$ cat src/rtl/operand_route_stage.sv
// Registered operand/flag router: opcode class -> writable source map -> bank mux -> output reg + one-entry skid.
// Optional sticky bad-index flag on route_err when ROUTE_ERR_EN is defined; otherwise route_err is tied 0.
module operand_route_stage #(
    parameter  int DATA_W  = 16,
    parameter  int FLAG_W  = 3,
    parameter  int OP_W    = 16,
    parameter  int SEL_W   = 2,
    parameter  int NUM_SRC = 3,
    localparam int IDX_W   = $clog2(NUM_SRC)
) (
    input  logic                      clk,
    input  logic                      reset,
    input  logic                      in_valid,
    output logic                      in_ready,
    input  logic [OP_W-1:0]           op_code,
    input  logic [NUM_SRC*DATA_W-1:0] src_a,
    input  logic [NUM_SRC*DATA_W-1:0] src_b,
    input  logic [NUM_SRC*FLAG_W-1:0] src_znc,
    input  logic                      map_we,
    input  logic [SEL_W-1:0]          map_addr,
    input  logic [IDX_W-1:0]          map_data,
    output logic                      out_valid,
    input  logic                      out_ready,
    output logic [DATA_W-1:0]         out_a,
    output logic [DATA_W-1:0]         out_b,
    output logic [FLAG_W-1:0]         out_znc,
    output logic [SEL_W-1:0]          out_class,
    output logic                      route_err
);

    localparam int NUM_CLS = 1 << SEL_W;

    typedef struct packed {
        logic [DATA_W-1:0] a;
        logic [DATA_W-1:0] b;
        logic [FLAG_W-1:0] znc;
        logic [SEL_W-1:0]  cls;
    } txn_t;

    logic [IDX_W-1:0] r_map [NUM_CLS];
    txn_t             r_out;
    txn_t             r_skid;
    logic             r_out_valid;
    logic             r_skid_valid;
    logic             r_in_ready;

    logic [SEL_W-1:0] w_class;
    logic [IDX_W-1:0] w_idx;
    txn_t             w_new;
    logic             w_accept;
    logic             w_out_free;
    logic             w_skid_next;
    logic             w_unused_op;

    assign w_class     = op_code[OP_W-1 -: SEL_W];
    assign w_idx       = r_map[w_class];
    assign w_accept    = in_valid && r_in_ready;
    assign w_out_free  = !r_out_valid || out_ready;
    assign w_unused_op = ^op_code[OP_W-SEL_W-1:0];

    // Skid holds an entry only when the output could not take one this cycle.
    assign w_skid_next = w_out_free ? (r_skid_valid && w_accept)
                                    : (r_skid_valid || w_accept);

    // Out-of-range indices match no bank and leave the all-zero default.
    always_comb begin
        // NOTE: every always_comb output gets a default first so no path can infer a latch.
        w_new     = '0;
        w_new.cls = w_class;
        for (int k = 0; k < NUM_SRC; k++) begin
            if (w_idx == IDX_W'(k)) begin
                w_new.a   = src_a[k*DATA_W +: DATA_W];
                w_new.b   = src_b[k*DATA_W +: DATA_W];
                w_new.znc = src_znc[k*FLAG_W +: FLAG_W];
            end
        end
    end

    // NOTE: sequential state uses non-blocking assignments so every register samples pre-edge values.
    always_ff @(posedge clk) begin
        if (reset) begin
            // NOTE: the map is a small register array with architectural defaults, so it is reset explicitly.
            for (int c = 0; c < NUM_CLS; c++) begin
                if (c == 0)
                    r_map[c] <= '0;
                else if (c == NUM_CLS - 1)
                    r_map[c] <= IDX_W'(2);
                else
                    r_map[c] <= IDX_W'(1);
            end
            r_out        <= '0;
            r_skid       <= '0;
            r_out_valid  <= 1'b0;
            r_skid_valid <= 1'b0;
            r_in_ready   <= 1'b0;
        end else begin
            if (map_we)
                r_map[map_addr] <= map_data;

            if (w_out_free) begin
                if (r_skid_valid) begin
                    r_out       <= r_skid;
                    r_out_valid <= 1'b1;
                    if (w_accept)
                        r_skid <= w_new;
                end else begin
                    r_out_valid <= w_accept;
                    if (w_accept)
                        r_out <= w_new;
                end
            end else if (w_accept) begin
                r_skid <= w_new;
            end

            r_skid_valid <= w_skid_next;
            r_in_ready   <= !w_skid_next;
        end
    end

`ifdef ROUTE_ERR_EN
    logic r_route_err;

    always_ff @(posedge clk) begin
        if (reset)
            r_route_err <= 1'b0;
        else if ((w_accept && (32'(w_idx) >= 32'(NUM_SRC))) ||
                 (map_we && (32'(map_data) >= 32'(NUM_SRC))))
            r_route_err <= 1'b1;
    end

    assign route_err = r_route_err;
`else
    assign route_err = 1'b0;
`endif

    assign in_ready  = r_in_ready;
    assign out_valid = r_out_valid;
    assign out_a     = r_out.a;
    assign out_b     = r_out.b;
    assign out_znc   = r_out.znc;
    assign out_class = r_out.cls;

endmodule
$ cat config.mk
export PLATFORM = sky130hd
export DESIGN_NAME = operand_route_stage
export DESIGN_NICKNAME = d
export VERILOG_FILES = /design/src/rtl/operand_route_stage.sv
export SDC_FILE = /design/constraint.sdc
export NUM_CORES = 1
export LEC_CHECK = 0
export ABC_CLOCK_PERIOD_IN_PS = 2890
export CAP_MARGIN = 25
export CORE_ASPECT_RATIO = 1.25
export CORE_UTILIZATION = 51
export CTS_BUF_LIST = sky130_fd_sc_hd__clkbuf_2 sky130_fd_sc_hd__clkbuf_4 sky130_fd_sc_hd__clkbuf_8
export DETAILED_ROUTE_END_ITERATION = 6
export GPL_ROUTABILITY_DRIVEN = 0
export PLACE_DENSITY = 0.89
export SETUP_SLACK_MARGIN = 0.15
export SYNTH_ARGS = -nofsm -noshare
export SYNTH_HDL_FRONTEND = slang
export SYNTH_SLANG_ARGS = --single-unit
$ cat constraint.sdc
create_clock -name clk -period 2.89 [get_ports clk]
set_clock_uncertainty 0.05 [all_clocks]
set_input_delay 0.4335 -clock clk [delete_from_list [all_inputs] [get_ports clk]]
set_output_delay 0.4335 -clock clk [all_outputs]
set_load 0.02 [all_outputs]
Word level (Yosys, flattened, before mapping)
Memory sizes are Yosys's and may differ from the RTL's.
Cells that the tools add are included.
{"block": "op_classes", "addsub": 0, "n_mul": 0, "n_div": 0, "order_cmp": 0, "n_eq_ne": 3, "shifts": 0, "muxes": 18, "bitwise": 0, "reduce_logical": 10}
{"cell": "$mux W37", "n": 5}
{"cell": "$mux W35", "n": 3}
{"cell": "$mux W1", "n": 8}
{"cell": "$mux W2", "n": 2}
{"cell": "$eq A2 B1 Y1 const B", "n": 1}
{"cell": "$eq A2 B2 Y1 const B", "n": 1}
{"cell": "$logic_and A1 B1 Y1", "n": 2}
{"cell": "$logic_not A1 Y1", "n": 2}
{"cell": "$logic_not A2 Y1", "n": 1}
{"cell": "$logic_or A1 B1 Y1", "n": 2}
{"cell": "$ne A2 B2 Y1 const B", "n": 1}
{"cell": "$reduce_and A2 Y1", "n": 1}
{"cell": "$reduce_bool A2 Y1", "n": 1}
{"cell": "$reduce_or A2 Y1", "n": 1}
{"block": "totals", "register_bits": 77, "latchBits": 0, "ramBits": 8, "rom_bits": 0, "input_bits": 130, "mem_count": 1}
{"memory": "r_map", "depth": 4, "word_bits": 2, "rd": 1, "rd_ports_with_merged_regs": 0, "write_ports": 4, "line": "40", "text": "logic [IDX_W-1:0] r_map [NUM_CLS];"}

Depth between registers and ports, before layout
Gate-level depths: netlist of run 1.
An unclocked memory read counts as a cell.
{"block": "logic_depth", "ltp_word": 8, "ltp_mapped": 7, "ltp_nobuf": 4}

Least setup slack after synthesis of run 1
OpenSTA, ideal clock, no wires.
{"block": "synth_timing", "kind": "in2reg", "startpoint": "input op_code[15]", "endpoint": "register r_skid[17] in the netlist's numbering", "setup_time_ns": 0.143, "arrival_time_ns": 1.763, "required_time_ns": 2.697, "setup_slack_ns": 0.934, "stages": 6, "path_buffers": 3, "path_cell_list": "buf_2 -> mux4_2 -> buf_4 -> buf_4 -> a22oi_4 -> a211oi_1"}
{"block": "synth_between", "elab_chain_len": 8, "word_cells_on_any_way": 10, "classes_between": "2 x eq/ne; 6 x mux; 1 x reduce/logical; 1 x memory"}
{"element": "from (decl)", "line": "15", "text": "input logic [OP_W-1:0] op_code,"}
{"element": "$mem_v2 Z4 W2 (*)"}
{"element": "$logic_not A2 Y1", "line": "71", "text": "if (w_idx == IDX_W'(k)) begin"}
{"element": "$mux W35 (2 in series)", "line": "71"}
{"element": "$mux W35 (*)", "line": "71"}
{"element": "$mux W37 (*)", "line": "104, 111"}
{"element": "$mux W37", "line": "101", "text": "if (r_skid_valid) begin"}
{"element": "$mux W37 (*)", "line": "100", "text": "if (w_out_free) begin"}
{"element": "to (signal assigned)", "line": "105", "text": "r_skid <= w_new;"}
{"element": "to (signal assigned)", "line": "112", "text": "r_skid <= w_new;"}
{"element": "to (decl)", "line": "42", "text": "txn_t r_skid;"}
Mark *: on every way between the ends. The rest lies on a longest branch, timed or not. The select of a mux whose other input is x is not followed.
A chain may end at the register's enable or synchronous reset.

Final worst setup path of run 1
{"block": "layout_timing", "startpoint": "input op_code[15]", "endpoint": "register r_out (netlist bit out_znc[2])"}
{"block": "layout_between", "elab_chain_len": 7, "word_cells_on_any_way": 9, "classes_between": "2 x eq/ne; 5 x mux; 1 x reduce/logical; 1 x memory"}
{"element": "$mem_v2 Z4 W2 (*)"}
{"element": "$logic_not A2 Y1", "line": "71"}
{"element": "$mux W35 (2 in series)", "line": "71"}
{"element": "$mux W35 (*)", "line": "71"}
{"element": "$mux W37 (*)", "line": "108", "text": "if (w_accept)"}
{"element": "$mux W37 (*)", "line": "101"}
{"element": "to (signal assigned)", "line": "102", "text": "r_out <= r_skid;"}
{"element": "to (signal assigned)", "line": "109", "text": "r_out <= w_new;"}
{"element": "to (decl)", "line": "41", "text": "txn_t r_out;"}
Marked as above.

==> results of run 1 <==
## final cells by class
cell class / instances / area (um2)
Clock buffer: 13 / 173
Clock inverter: 3 / 18.8
Fill cell: 656 / 2530
Sequential cell: 85 / 1780
Inverter: 5 / 18.8
Timing Repair Buffer: 171 / 1690
Tap cell: 123 / 154
Multi-Input combinational cell: 328 / 2900
## per-stage QoR
step                util [%]  power [mW]  instance area, um2
floorplan                  -        1.89                4920
global placement        70.6        2.19                6550
detailed placement      70.6        2.22                6550
CTS                     72.7        3.01                6740
global route            72.7        3.12                6740
finish                  72.7        3.00                6740
## Yosys cell counts
master    number
or2_2          1
a221oi_2      30
mux2_2         6
a21oi_1       40
nand2b_1       3
mux2_4        30
clkbuf_1      35
mux4_2         2
buf_6          3
a22oi_4       30
edfxtp_1       8
a211oi_1      37
buf_1          1
conb_1         1
or4_1          2
a31o_2         2
mux2i_1        4
a21o_1         1
inv_1          5
buf_2          4
nor2_1        40
nand2_1       41
nor2b_1        6
a221oi_1       5
o21bai_1       2
nor4_1         4
dfxtp_1       77
buf_8          1
a31oi_1        1
buf_4          5
a22oi_1        5
o21ai_0       35
## registers in the layout, indices dropped and copies added, names as in the netlist
register / cells
out_a: 16
in_ready: 1
out_class: 2
out_znc: 3
r_skid_valid: 1
r_skid: 37
out_b: 16
out_valid: 1
r_map: 8
## layout by cell type (no fill, tap or decap), types with 2 or more instances in the layout
master and n:
nor2b_1 6, a31o_2 2, inv_1 5, nand2b_1 3, a22oi_4 30, a21oi_1 39, clkdlybuf4s50_1 153, or4_1 2
mux2_2 5, clkbuf_8 12, a211oi_1 37, nor4_1 4, edfxtp_1 8, mux2i_1 4, a221oi_1 5, dfxtp_1 76
a22oi_1 5, mux2_4 31, nand2_1 41, o21ai_0 35, buf_12 2, nor2_1 39, o21bai_1 2, buf_4 16
a221oi_2 30
## metal layers
layer	part of all wire, %	GRT usage (%)	vias to the layer above
li1	-	-	2040
met1	39	28.4	2055
met2	54	48.1	171
met3	4.5	3.42	34
met4	3.0	11.5	0
met5	0	0	-
## critical path, cell delays in order
cell	delay, ns
clkdlybuf4s50_1	0.63
mux4_2	0.26
buf_4	0.39
mux2_2	0.39
a22oi_1	0.24
a221oi_1	0.14
## cells by family (layout without fill, tap and decap cells)
family | after synthesis | in the layout | synth area share [%]
AO/OA/AOI/OAI | 188 | 188 | 38.0
AND/OR/NAND/NOR | 97 | 97 | 8.26
flip-flops | 85 | 85 | 36.2
buffers and inverters | 54 | 192 | 5.28
multiplexers | 42 | 42 | 12.2
other | 1 | 1 | 0.0761
## path summary, 6_finish.rpt
check	start	end	depth (start not counted)	slack, ns
setup / recovery	op_code[15]	out_znc[2]	6	0.53
setup reg to reg	r_map[3][1]	out_znc[2]	5	0.79
hold / removal	r_skid[0]	r_skid[0]	2	0.41
hold reg to reg	r_skid[0]	r_skid[0]	2	0.41
## power by group
part,switching [mW],internal [mW]
Clock,0.414,0.392
Sequential,0.0314,1.24
Combinational,0.448,0.481
Total,0.893,2.11
==> results.cfg, run 1 <==
[run_status]
outcome = finished clean

[power]
power_density_nw_per_um2 = 445
p_leak_nw = 2.44
irDropWorstVdd_mv = 0.297

[clocking]
cts_resized = 0
cts_sinks = 85
h-tree-depth = 3
cts_buffer_depth = 2
cts_tree = yes
cts_buffers = 9
clk_latency_ns = 0.35
clk_pin_slew_worst_paths_ns = 0.08
ctsHoldBuffers = 0
post_cts_buffers = 0
root_buffer = clkbuf_8

[sta]
fin_crit_sh_pct = 81.6
slew_headroom_pct = 35.3
setup_slack_ns = 0.532
rsz0062_at_grt = false
worst_pin_slew_ns = 0.971
post-route-min-period_ns = 2.36
setup_viol = 0
slew_viol_final = 0
fin_setup_tns_ns = 0
fmax_mhz = 424
timing.hold.ws_ns = 0.412
hold_viol_final = 0

[cells_and_area]
syn_to_final_growth_pct = 36.9
drive_above_1_share_pct = 22.8
antennaDiodeCount = 0
final_cells = 728
layout.nets = 730

[worst_hold_path]
hp-class = reg -> reg

[setup_path]
end_kind = flip-flop
crit_required_ns = 3.02
worst_ep_arrival_time_ns = 2.49
path_max_fanout = 24
path_class = in -> reg
critPathLaunchType = input port

[logic_synthesis]
yosys_warnings = 0
syn_inst = 467
synth.avg_cell_area_um2 = 10.5
yosysTopAreaCell = dfxtp_1
ys_top_cells_by_area = dfxtp_1 31%, a22oi_4 13%, a221oi_2 9.1%
synth_top_area_share_pct = 31.3
synth_cell_types = 32
ys_seq_elements = 85
synth-seq-area-share_pct = 36.2
synthesis.nets = 597
syn_area_um2 = 4920

[floorplanning]
io_pins = 170
die_h_um = 112
core_um2 = 9270
die_area_um2 = 10100
die_width_um = 89.9
start_util_pct = 53.1
rows = 39

[route]
ant_nets = 0
detail_route.wl_per_cell_um = 17.5
drtPass1Iterations = 5
route.detailed.drc = 0
drtIter0Drc = 193
wirelength_mm = 12.7
vias = 4300
vias_per_cell = 5.91

[global_routing]
grt_max_degree = 83
first_global_vias = 4397
grt_overflow = 0
antenna_found_initial = 0
grt_pass1_wl_mm = 20.8
grt_use_total_pct = 25.5

[place]
place_ws_ns = 0.147
io_buffer_count = 154
dp_hpwl_mm = 8.98
dp.cells = 712

[job]
drv_cap = 0
(Power assumes the default switching activity.)
==> run 2: changes to the inputs <==
--- a/config.mk
+++ b/config.mk
@@ -5,14 +5,14 @@
 export SDC_FILE = /design/constraint.sdc
 export NUM_CORES = 1
 export LEC_CHECK = 0
-export ABC_CLOCK_PERIOD_IN_PS = 2890
+export ABC_CLOCK_PERIOD_IN_PS = 2100
 export CAP_MARGIN = 25
 export CORE_ASPECT_RATIO = 1.25
-export CORE_UTILIZATION = 51
+export CORE_UTILIZATION = 43
 export CTS_BUF_LIST = sky130_fd_sc_hd__clkbuf_2 sky130_fd_sc_hd__clkbuf_4 sky130_fd_sc_hd__clkbuf_8
 export DETAILED_ROUTE_END_ITERATION = 6
 export GPL_ROUTABILITY_DRIVEN = 0
-export PLACE_DENSITY = 0.89
+export PLACE_DENSITY = 0.8
 export SETUP_SLACK_MARGIN = 0.15
 export SYNTH_ARGS = -nofsm -noshare
 export SYNTH_HDL_FRONTEND = slang
==> constraint.sdc (replaced) <==
create_clock -name clk -period 2.1 [get_ports clk]
set_clock_uncertainty 0.05 [all_clocks]
set_input_delay 0.315 -clock clk [delete_from_list [all_inputs] [get_ports clk]]
set_output_delay 0.315 -clock clk [all_outputs]
set_load 0.02 [all_outputs]
==> results.cfg, run 2 (synthesized netlist as in run 1, its figures left out) <==
[power]
irDropWorstVdd_mv = 0.323
power_density_nw_per_um2 = 612
p_leak_nw = 2.60

[cells_and_area]
layout.nets = 750
syn_to_final_growth_pct = 44.9
largest-register = r_skid
finish.utilization_pct = 64.1
antennaDiodeCount = 0
largest_register_ffs = 37
final_cell_mix = 151 x clkdlybuf4s50_1, 76 x dfxtp_1, 41 x nand2_1, 39 x nor2_1, 39 x a21oi_1
drive_above_1_share_pct = 26.6
layout_commonest_cell = clkdlybuf4s50_1

[clocking]
clk_latency_ns = 0.35
root_buffer = clkbuf_8
h-tree-depth = 3
cts_buffer_depth = 2
cts_sinks = 85
clk_pin_slew_worst_paths_ns = 0.08
cts_tree = yes
cts_buffers = 9

[setup_path]
worst_ep_arrival_time_ns = 2.17
crit_chain = mux4_2 -> buf_6 -> buf_6 -> mux2_4 -> a22oi_4 -> a221oi_2
path_class = reg -> reg
slowest_delay_ns = 0.54
critPathLaunchType = flip-flop
critPathTopFamily = multiplexers
slowest_stage = mux4_2
crit_required_ns = 2.27
end_kind = flip-flop
path_max_fanout = 6
cp_common_cell = buf_6
crit_buf_inv = 2

[floorplanning]
die_width_um = 97.7
rows = 43
start_util_pct = 44.2
die_h_um = 122
io_pins = 170
core_um2 = 11100
die_area_um2 = 11900

[route]
drtIter0Drc = 247
ant_nets = 0
drtPass1Iterations = 7
vias = 4380
detail_route.wl_per_cell_um = 17.8
wirelength_mm = 13.5
vias_per_cell = 5.77
route.detailed.drc = 28

[place]
io_buffer_count = 154
dp_hpwl_mm = 9.78
place_ws_ns = -0.409

[sta]
slew_viol_final = 0
hold_viol_final = 0
setup_slack_ns = 0.0984
rsz0062_at_grt = true
post-route-min-period_ns = 2.00
fin_crit_sh_pct = 95.3
setup_viol = 0
fmax_mhz = 500

[job]
drv_cap = 0

[global_routing]
grt_use_total_pct = 23.1
grt_overflow = 0
grt_max_degree = 66
grt_pass1_wl_mm = 21.9
antenna_found_initial = 0
first_global_vias = 4628

[worst_hold_path]
hp-class = in -> reg

[run_status]
failed_checks = design-rule violations
outcome = finished with violations
run 2: routing by layer:
layer / part of all wire [%] / vias to the layer above / GRT usage [%]
met5: 0 / - / 0
met4: 2.1 / 0 / 8.81
met3: 6.1 / 20 / 4.99
met2: 53 / 158 / 43.8
met1: 39 / 2138 / 25.0
li1: - / 2064 / -
run 2: final cells by class:
| cell class | count | area (um2) |
|---|---|---|
| sequential | 85 | 1780 |
| clock buffer | 12 | 159 |
| clock inverter | 3 | 43.8 |
| multi-input combinational | 328 | 2950 |
| fill | 843 | 4000 |
| tap | 135 | 169 |
| timing repair buffer | 191 | 2010 |
| inverter | 5 | 18.8 |
run 2: final timing paths:
path               start         end  slack (ns)  cells after the start
max          r_map[2][1]   out_a[10]         0.1                      6
min                reset  r_skid[30]        0.28                      2
max reg2reg  r_map[2][1]   out_a[10]         0.1                      6
min reg2reg    r_skid[0]   r_skid[0]        0.42                      2
run 2: report_power, final:
| part | internal, mW | switching (mW) |
|---|---|---|
| clock | 0.623 | 0.563 |
| combinational | 0.782 | 0.658 |
| sequential | 1.70 | 0.0432 |
| total | 3.11 | 1.26 |
run 2: timing repair:
action                                 4_1_cts  5_1_grt
hold buffers                                 0        0
endpoints found under the hold margin        0        0
gates resized for setup                      9        5
pin swaps                                   14        6
setup endpoints to repair                   69       65
setup buffers                                2        0
run 2: through the flow:
stage / TNS, ns / cells / hold slack [ns] / cell area [um2] / power [mW]
after detailed placement: -21.89 / 742 / 0.411 / 6860 / 3.20
after CTS: 0 / 759 / 0.262 / 7110 / 4.40
final: 0 / 759 / 0.284 / 7130 / 4.37
after global placement: -19.45 / 742 / 0.395 / 6860 / 3.16
after global routing: 0 / 759 / 0.266 / 7130 / 4.55
after floorplan: 0 / 467 / 0.386 / 4920 / 2.60
